[config.mk]
export PLATFORM = sky130hd
export DESIGN_NAME = alu_operand_loader
export DESIGN_NICKNAME = d
export VERILOG_FILES = /design/src/rtl/alu_operand_loader.sv
export SDC_FILE = /design/constraint.sdc
export NUM_CORES = 1
export LEC_CHECK = 0
export ABC_AREA = 0
export CAP_MARGIN = 5
export CORE_MARGIN = 8
export CORE_UTILIZATION = 46
export CTS_CLUSTER_DIAMETER = 40
export DETAILED_ROUTE_END_ITERATION = 6
export GPL_TIMING_DRIVEN = 0
export PLACE_DENSITY_LB_ADDON = 0.1
export SYNTH_ARGS = -nofsm -noshare
export SYNTH_HDL_FRONTEND = slang
export SYNTH_SLANG_ARGS = --single-unit
[constraint.sdc]
create_clock -name clk -period 3.6 [get_ports clk]
set_clock_uncertainty 0.05 [all_clocks]
set_input_delay 0.54 -clock clk [delete_from_list [all_inputs] [get_ports clk]]
set_output_delay 0.54 -clock clk [all_outputs]
set_load 0.03 [all_outputs]
[src/rtl/alu_operand_loader.sv]
// Operand entry stage: debounces one push button and captures A, B and opcode on
// three successive presses, then offers them downstream with a valid/ready handshake.
// Optional build macro ALU_LOADER_PRESS_CNT_EN adds an 8-bit completed-handshake counter (txn_cnt).
module alu_operand_loader #(
    parameter int DATA_W          = 4,
    parameter int OP_W            = 3,
    parameter int DEBOUNCE_CYCLES = 16
) (
    input  logic              clk,
    input  logic              rst_n,
    input  logic              btn,
    input  logic              clr,
    input  logic [DATA_W-1:0] sw_data,
    input  logic [OP_W-1:0]   sw_op,
    input  logic              ready_in,
    output logic              valid_out,
    output logic [DATA_W-1:0] a_out,
    output logic [DATA_W-1:0] b_out,
    output logic [OP_W-1:0]   op_out,
    output logic [1:0]        state_out
`ifdef ALU_LOADER_PRESS_CNT_EN
    ,
    output logic [7:0]        txn_cnt
`endif
);

    localparam int CNT_W = $clog2(DEBOUNCE_CYCLES + 1);
    localparam logic [CNT_W-1:0] CNT_LAST = CNT_W'(DEBOUNCE_CYCLES - 1);

    typedef enum logic [1:0] {
        LOAD_A  = 2'b00,
        LOAD_B  = 2'b01,
        LOAD_OP = 2'b10,
        ISSUE   = 2'b11
    } state_t;

    logic             s1_reg;
    logic             s2_reg;
    logic             deb_reg;
    logic             deb_d_reg;
    logic [CNT_W-1:0] cnt_reg;
    logic             press;
    state_t           state_reg;

    // Two-flop synchroniser, then a level is accepted only after it has been
    // stable for DEBOUNCE_CYCLES consecutive samples.
    always_ff @(posedge clk or negedge rst_n) begin
        if (!rst_n) begin
            s1_reg    <= 1'b0;
            s2_reg    <= 1'b0;
            deb_reg   <= 1'b0;
            deb_d_reg <= 1'b0;
            cnt_reg   <= '0;
        end else begin
            s1_reg    <= btn;
            s2_reg    <= s1_reg;
            deb_d_reg <= deb_reg;
            if (s2_reg == deb_reg) begin
                cnt_reg <= '0;
            end else if (cnt_reg == CNT_LAST) begin
                deb_reg <= s2_reg;
                cnt_reg <= '0;
            end else begin
                cnt_reg <= cnt_reg + CNT_W'(1);
            end
        end
    end

    // Rising edge of the debounced level only; releases make no pulse.
    assign press = deb_reg & ~deb_d_reg;

    always_ff @(posedge clk or negedge rst_n) begin
        if (!rst_n) begin
            state_reg <= LOAD_A;
            valid_out <= 1'b0;
            a_out     <= '0;
            b_out     <= '0;
            op_out    <= '0;
        end else if (clr) begin
            state_reg <= LOAD_A;
            valid_out <= 1'b0;
            a_out     <= '0;
            b_out     <= '0;
            op_out    <= '0;
        end else begin
            case (state_reg)
                LOAD_A: if (press) begin
                    a_out     <= sw_data;
                    state_reg <= LOAD_B;
                end
                LOAD_B: if (press) begin
                    b_out     <= sw_data;
                    state_reg <= LOAD_OP;
                end
                LOAD_OP: if (press) begin
                    op_out    <= sw_op;
                    valid_out <= 1'b1;
                    state_reg <= ISSUE;
                end
                ISSUE: if (valid_out && ready_in) begin
                    valid_out <= 1'b0;
                    state_reg <= LOAD_A;
                end
                default: state_reg <= LOAD_A;
            endcase
        end
    end

    assign state_out = state_reg;

`ifdef ALU_LOADER_PRESS_CNT_EN
    always_ff @(posedge clk or negedge rst_n) begin
        if (!rst_n) begin
            txn_cnt <= 8'd0;
        end else if (clr) begin
            txn_cnt <= 8'd0;
        end else if (state_reg == ISSUE && valid_out && ready_in) begin
            txn_cnt <= txn_cnt + 8'd1;
        end
    end
`endif

endmodule

==> results of run 1 <==
synthesized netlist by cell type (all sizes together):
master  count  area, um2
buf         3       21.3
and2        2       12.5
o21ai       1       5.00
inv         4       15.0
nand2b      2       12.5
a21oi      11       55.1
ha          5       62.6
nand3      13       65.1
and3        1       6.26
nor3        1       5.00
nand2      14       52.6
nor2        9       36.3
dfrtp      23        576
o22a        1       8.76
o32ai       1       27.5
mux2        2       26.3
xor2        3       26.3
clkbuf      1       3.75
nor2b       1       13.8
mux2i       1       10.0
metrics by stage:
| stage | worst slack [ns] | instance area (um2) |
|---|---|---|
| after detailed placement | 1.69 | 1320 |
| after global placement | 1.70 | 1320 |
| after CTS | 1.52 | 1340 |
| final | 1.55 | 1340 |
| after floorplan | 1.83 | 1040 |
| after global routing | 1.48 | 1340 |
cells by family (layout without fill, tap and decap cells):
family                   count (synthesis)  in the layout  share of synthesized area [%]
AND/OR/NAND/NOR                         43             43                           19.6
multiplexers                             3              3                           3.49
buffers and inverters                    8             36                           3.85
AO/OA/AOI/OAI                           14             14                           9.25
flip-flops                              23             23                           55.3
XOR/XNOR                                 3              3                           2.52
adder cells (fa/ha/maj)                  5              5                           6.01
how the worst max path moves through the flow:
stage	startpoint	to	cells after the start
after floorplan	state_out[0]	state_out[0]	6
after global placement	ready_in	state_out[0]	5
after detailed placement	ready_in	state_out[0]	5
after CTS	state_out[0]	state_out[0]	1
after global routing	state_out[0]	state_out[0]	1
final	state_out[0]	state_out[0]	1
routing by layer:
layer	wire [um]	vias to the layer above	track usage [%]
li1	-	384	-
met1	886	355	12.5
met2	898	18	16.6
met3	153	4	4.42
met4	25	0	4.18
met5	0	-	0
layout by cell type, fill, tap and decap left out, types with 2 or more instances in the layout:
| cell type | instances |
|---|---|
| clkbuf_4 | 3 |
| nand2_1 | 14 |
| nor2_1 | 8 |
| buf_2 | 2 |
| dfrtp_1 | 23 |
| nand2b_1 | 2 |
| ha_1 | 5 |
| clkdlybuf4s50_1 | 24 |
| and2_1 | 2 |
| inv_1 | 4 |
| nand3_1 | 13 |
| a21oi_1 | 11 |
| xor2_1 | 3 |
power by group:
group	internal (uW)	switching [uW]
clock network	41.4	74.9
logic	84.3	104
registers	276	17.6
cell type report:
cell class | count | area [um2] | share of cell area, %
flip-flops and latches | 23 | 576 | 42.8
multi-input cells | 68 | 425 | 31.7
clock buffers | 3 | 22.5 | 1.68
plain buffers | 4 | 25.0 | 1.86
inverters | 4 | 15.0 | 1.12
well taps | 28 | 35.0 | 2.61
clock inverters | 1 | 5.00 | 0.372
repair buffers | 24 | 240 | 17.9
==> impl_metrics.yaml, run 1 <==
floorplan:
  coreArea_um2: 2170
  start_util_pct: 48.0
  rows: 17
  io_pins: 26
  die-area_um2: 4040
  die_w_um: 63.6
  die_h_um: 63.6
yosys:
  ys_types: 23
  ys_ff_latch: 23
  syn_inst: 99
  yosys_warnings: 0
  yosysSeqAreaShare_pct: 55.3
  syn_area_per_cell_um2: 10.5
  syn_nets: 116
  synth_area_um2: 1040
setup_path:
  rr_startpoint: "state_out[0]"
  crit_family: "buffers and inverters"
  start_kind: "flip-flop"
  crit_chain: "clkdlybuf4s50_1"
  critPathMaxStageDelay_ns: 0.70
  crit_required_ns: 3.01
  crit_path_max_fanout: 6
  crit_buf_inv: 1
  r2r_cells: 6
  worstSetupPathType: "flip-flop to output pin"
  setup.worst_path.end_class: "output pin"
  reg2reg_slack_ns: 1.83
  r2r-end: "state_out[0]"
  slowest_stage: "clkdlybuf4s50_1"
  arrival_ns: 1.46
cts:
  cts_buffer_depth: 2
  cts.clk_slew.worst_paths_ns: 0.12
  post_cts_resized: 0
  clock_latency_ns: 0.30
  htreeDepth: 1
  cts_setup_buffers: 0
  cts_made_buffers: 3
  cts_hold_buf: 0
  clock-sinks: 23
  cts_tree: "yes"
  root_buffer: "clkbuf_4"
pwr:
  ir_drop_mv: 0.382
  p_leak_uw: 0.000600
  cellPowerDensity_nw_per_um2: 445
  fin_total_pwr_uw: 598
global_route:
  grt_usage_pct: 10.6
  antenna_found_initial: 0
  grt_pass1_wl_mm: 3.59
  grt_pass1_vias: 802
  grt_max_degree: 24
  grt.overflow.total: 0
layout:
  area.growth.synth_to_final_pct: 29.1
  nNetsFinal: 145
  finalCoreUtilization_pct: 61.9
  layout.cells.non_filler: 155
  drive_above_1_share_pct: 9.45
  largest_register_ffs: 5
  num_antenna_cells: 0
  fill_cells: 206
drt:
  detail_route.vias_per_cell: 4.91
  drt-total-wl_mm: 1.96
  vias: 761
  routedWlPerCell_um: 12.7
  drt_iter0_drc: 17
  drt.antenna.violating_nets: 0
  drc: 0
  drtPass1Iterations: 4
timing:
  period_share_pct: 57.0
  timing.hold.ws_ns: 0.313
  hold_viol: 0
  fmax_mhz: 487
  finalSetupTns_ns: 0
  rsz0062_at_grt: "false"
  maxSlewHeadroom_pct: 34.6
  period_minus_slack_ns: 2.05
  maxSlewViolCount: 0
  tightest_slew_ns: 0.978
  finalSetupViolCount: 0
place:
  port_buffers: 24
  dp.cells: 151
  gp_congestion: 0.780
  dp_hpwl_mm: 1.53
min_path:
  hp-class: "flip-flop to flip-flop"
  worstHoldEndpoint: "s2_reg"
  holdPathStages: 0
  worst_hold_startpoint: "s1_reg"
job:
  cap_violations: 0
outcome:
  status: "finished, final reports clean"
No activity file was read; power rests on OpenSTA's default activity.
==> run 2, diff against run 1 <==
Settings changed: CORE_UTILIZATION 46 to 43.
Clock period 3.6 ns to 1.73 ns, I/O delays scaled along.
==> impl_metrics.yaml, run 2 (synthesis gave the netlist of run 1 again) <==
global_route:
  grt.overflow.total: 0
  grt_usage_pct: 10.4
  grt_pass1_vias: 783
  antenna_found_initial: 0
  grt_max_degree: 24
  grt_pass1_wl_mm: 3.56
timing:
  fmax_mhz: 595
  period_share_pct: 97.2
  finalSetupTns_ns: 0
  hold_viol: 0
  maxSlewHeadroom_pct: 33.2
  finalSetupViolCount: 0
  tightest_slew_ns: 0.999
  rsz0062_at_grt: "true"
  period_minus_slack_ns: 1.68
  maxSlewViolCount: 0
  finalWorstSetupSlack_ns: 0.0490
setup_path:
  slowest_stage: "clkdlybuf4s50_1"
  critPathMaxStageDelay_ns: 0.68
  setup.worst_path.end_class: "output pin"
  worstSetupPathType: "flip-flop to output pin"
  reg2reg_slack_ns: 0.07
  rr_startpoint: "state_out[0]"
  crit_path_max_fanout: 2
  r2r-end: "state_out[0]"
  arrival_ns: 1.37
  crit_chain: "clkdlybuf4s50_1"
  crit_family: "buffers and inverters"
  crit_required_ns: 1.42
  crit_buf_inv: 1
  r2r_cells: 6
  start_kind: "flip-flop"
floorplan:
  rows: 18
  die_w_um: 65.2
  die-area_um2: 4250
  coreArea_um2: 2390
  io_pins: 26
  start_util_pct: 43.6
  die_h_um: 65.2
layout:
  area.growth.synth_to_final_pct: 31.4
  drive_above_1_share_pct: 12.4
  seq_area_um2: 577
  fill_cells: 242
  multiInputGateArea_um2: 428
  final_common_cell: "dfrtp_1"
  final_cell_mix: "dfrtp_1, clkdlybuf4s50_1, nand2_1"
  num_antenna_cells: 0
  nNetsFinal: 147
  largest_register_ffs: 5
place:
  port_buffers: 24
  gp_congestion: 0.791
  dp_hpwl_mm: 1.57
  place_ws_ns: -0.0233
min_path:
  holdPathStages: 2
  worstHoldEndpoint: "op_out[1]"
  worst_hold_startpoint: "clr"
  hp-class: "input pin to flip-flop"
cts:
  clock_latency_ns: 0.31
  cts_buffer_depth: 2
  clock-sinks: 23
  cts_made_buffers: 3
  cts.clk_slew.worst_paths_ns: 0.13
  htreeDepth: 1
  root_buffer: "clkbuf_4"
  cts_tree: "yes"
  cts_hold_buf: 0
drt:
  drc: 0
  drt-total-wl_mm: 2.10
  detail_route.vias_per_cell: 4.99
  drt_iter0_drc: 47
  vias: 793
  routedWlPerCell_um: 13.2
  drt.antenna.violating_nets: 0
  drtPass1Iterations: 4
pwr:
  p_leak_uw: 0.000649
  ir_drop_mv: 0.714
  cellPowerDensity_nw_per_um2: 934
outcome:
  status: "finished, final reports clean"
job:
  cap_violations: 0
run 2: changes by cell type in the layout (fill, tap and decap cells not counted):
cell,delta
ha_2,+1
dfrtp_1,-1
dlygate4sd2_1,+2
clkdlybuf4s50_1,-4
dfrtp_2,+1
buf_4,+2
dlymetal6s2s_1,+2
ha_1,-1
run 2: layer usage:
metal | track usage [%] | wire length, um | share of wire, %
met1 | 12.2 | 956 | 46
met2 | 16.2 | 963 | 46
met3 | 3.40 | 123 | 5.9
met4 | 6.54 | 57 | 2.7
met5 | 0 | 0 | 0
run 2: worst max-delay path by stage:
| stage | startpoint | end | slack [ns] | depth (start not counted) |
|---|---|---|---|---|
| CTS | valid_out | valid_out | 0.02 | 1 |
| floorplan | state_out[1] | state_out[0] | 0.003 | 5 |
| finish | op_out[2] | op_out[2] | 0.05 | 1 |
| detailed placement | state_out[0] | state_out[0] | -0.02 | 6 |
| global placement | state_out[0] | state_out[0] | -0.002 | 6 |
| global route | state_out[0] | state_out[0] | -0.005 | 6 |
run 2: repair_timing:
item                                    4_1_cts  5_1_grt
buffers inserted                              0        2
cloned                                        0        0
pin swaps                                     1        0
endpoints found under the setup margin        3        3
gates resized for setup                       3        2
run 2: cell type report:
cell class                 instances  share of cell area, %
tap                               30                   2.74
sequential                        23                   42.2
timing repair buffer              26                   18.8
clock buffer                       3                   1.65
buffer                             4                   1.83
inverter                           4                   1.10
clock inverter                     1                  0.366
multi-input combinational         68                   31.3
run 2: power breakdown:
| part | internal (uW) | total, uW | switching (uW) |
|---|---|---|---|
| Sequential | 576 | 607 | 31.5 |
| Combinational | 187 | 418 | 231 |
| Clock | 86.5 | 252 | 166 |
run 2: metrics by stage:
step                area [um2]  hold WS (ns)  total power (uW)  cells  util (%)
floorplan                 1040       -0.0861               883     99         -
global placement          1320         0.283              1010    153      55.3
detailed placement        1320         0.285              1020    153      55.3
CTS                       1350         0.145              1260    157      56.4
global route              1370         0.146              1350    159      57.3
finish                    1370         0.155              1280    159      57.3
==> run 3, diff against run 2 <==
Settings changed: ABC_AREA 0 to default.
==> results of run 3 <==
Final layout, timing and power as in run 2 (identical DEF).
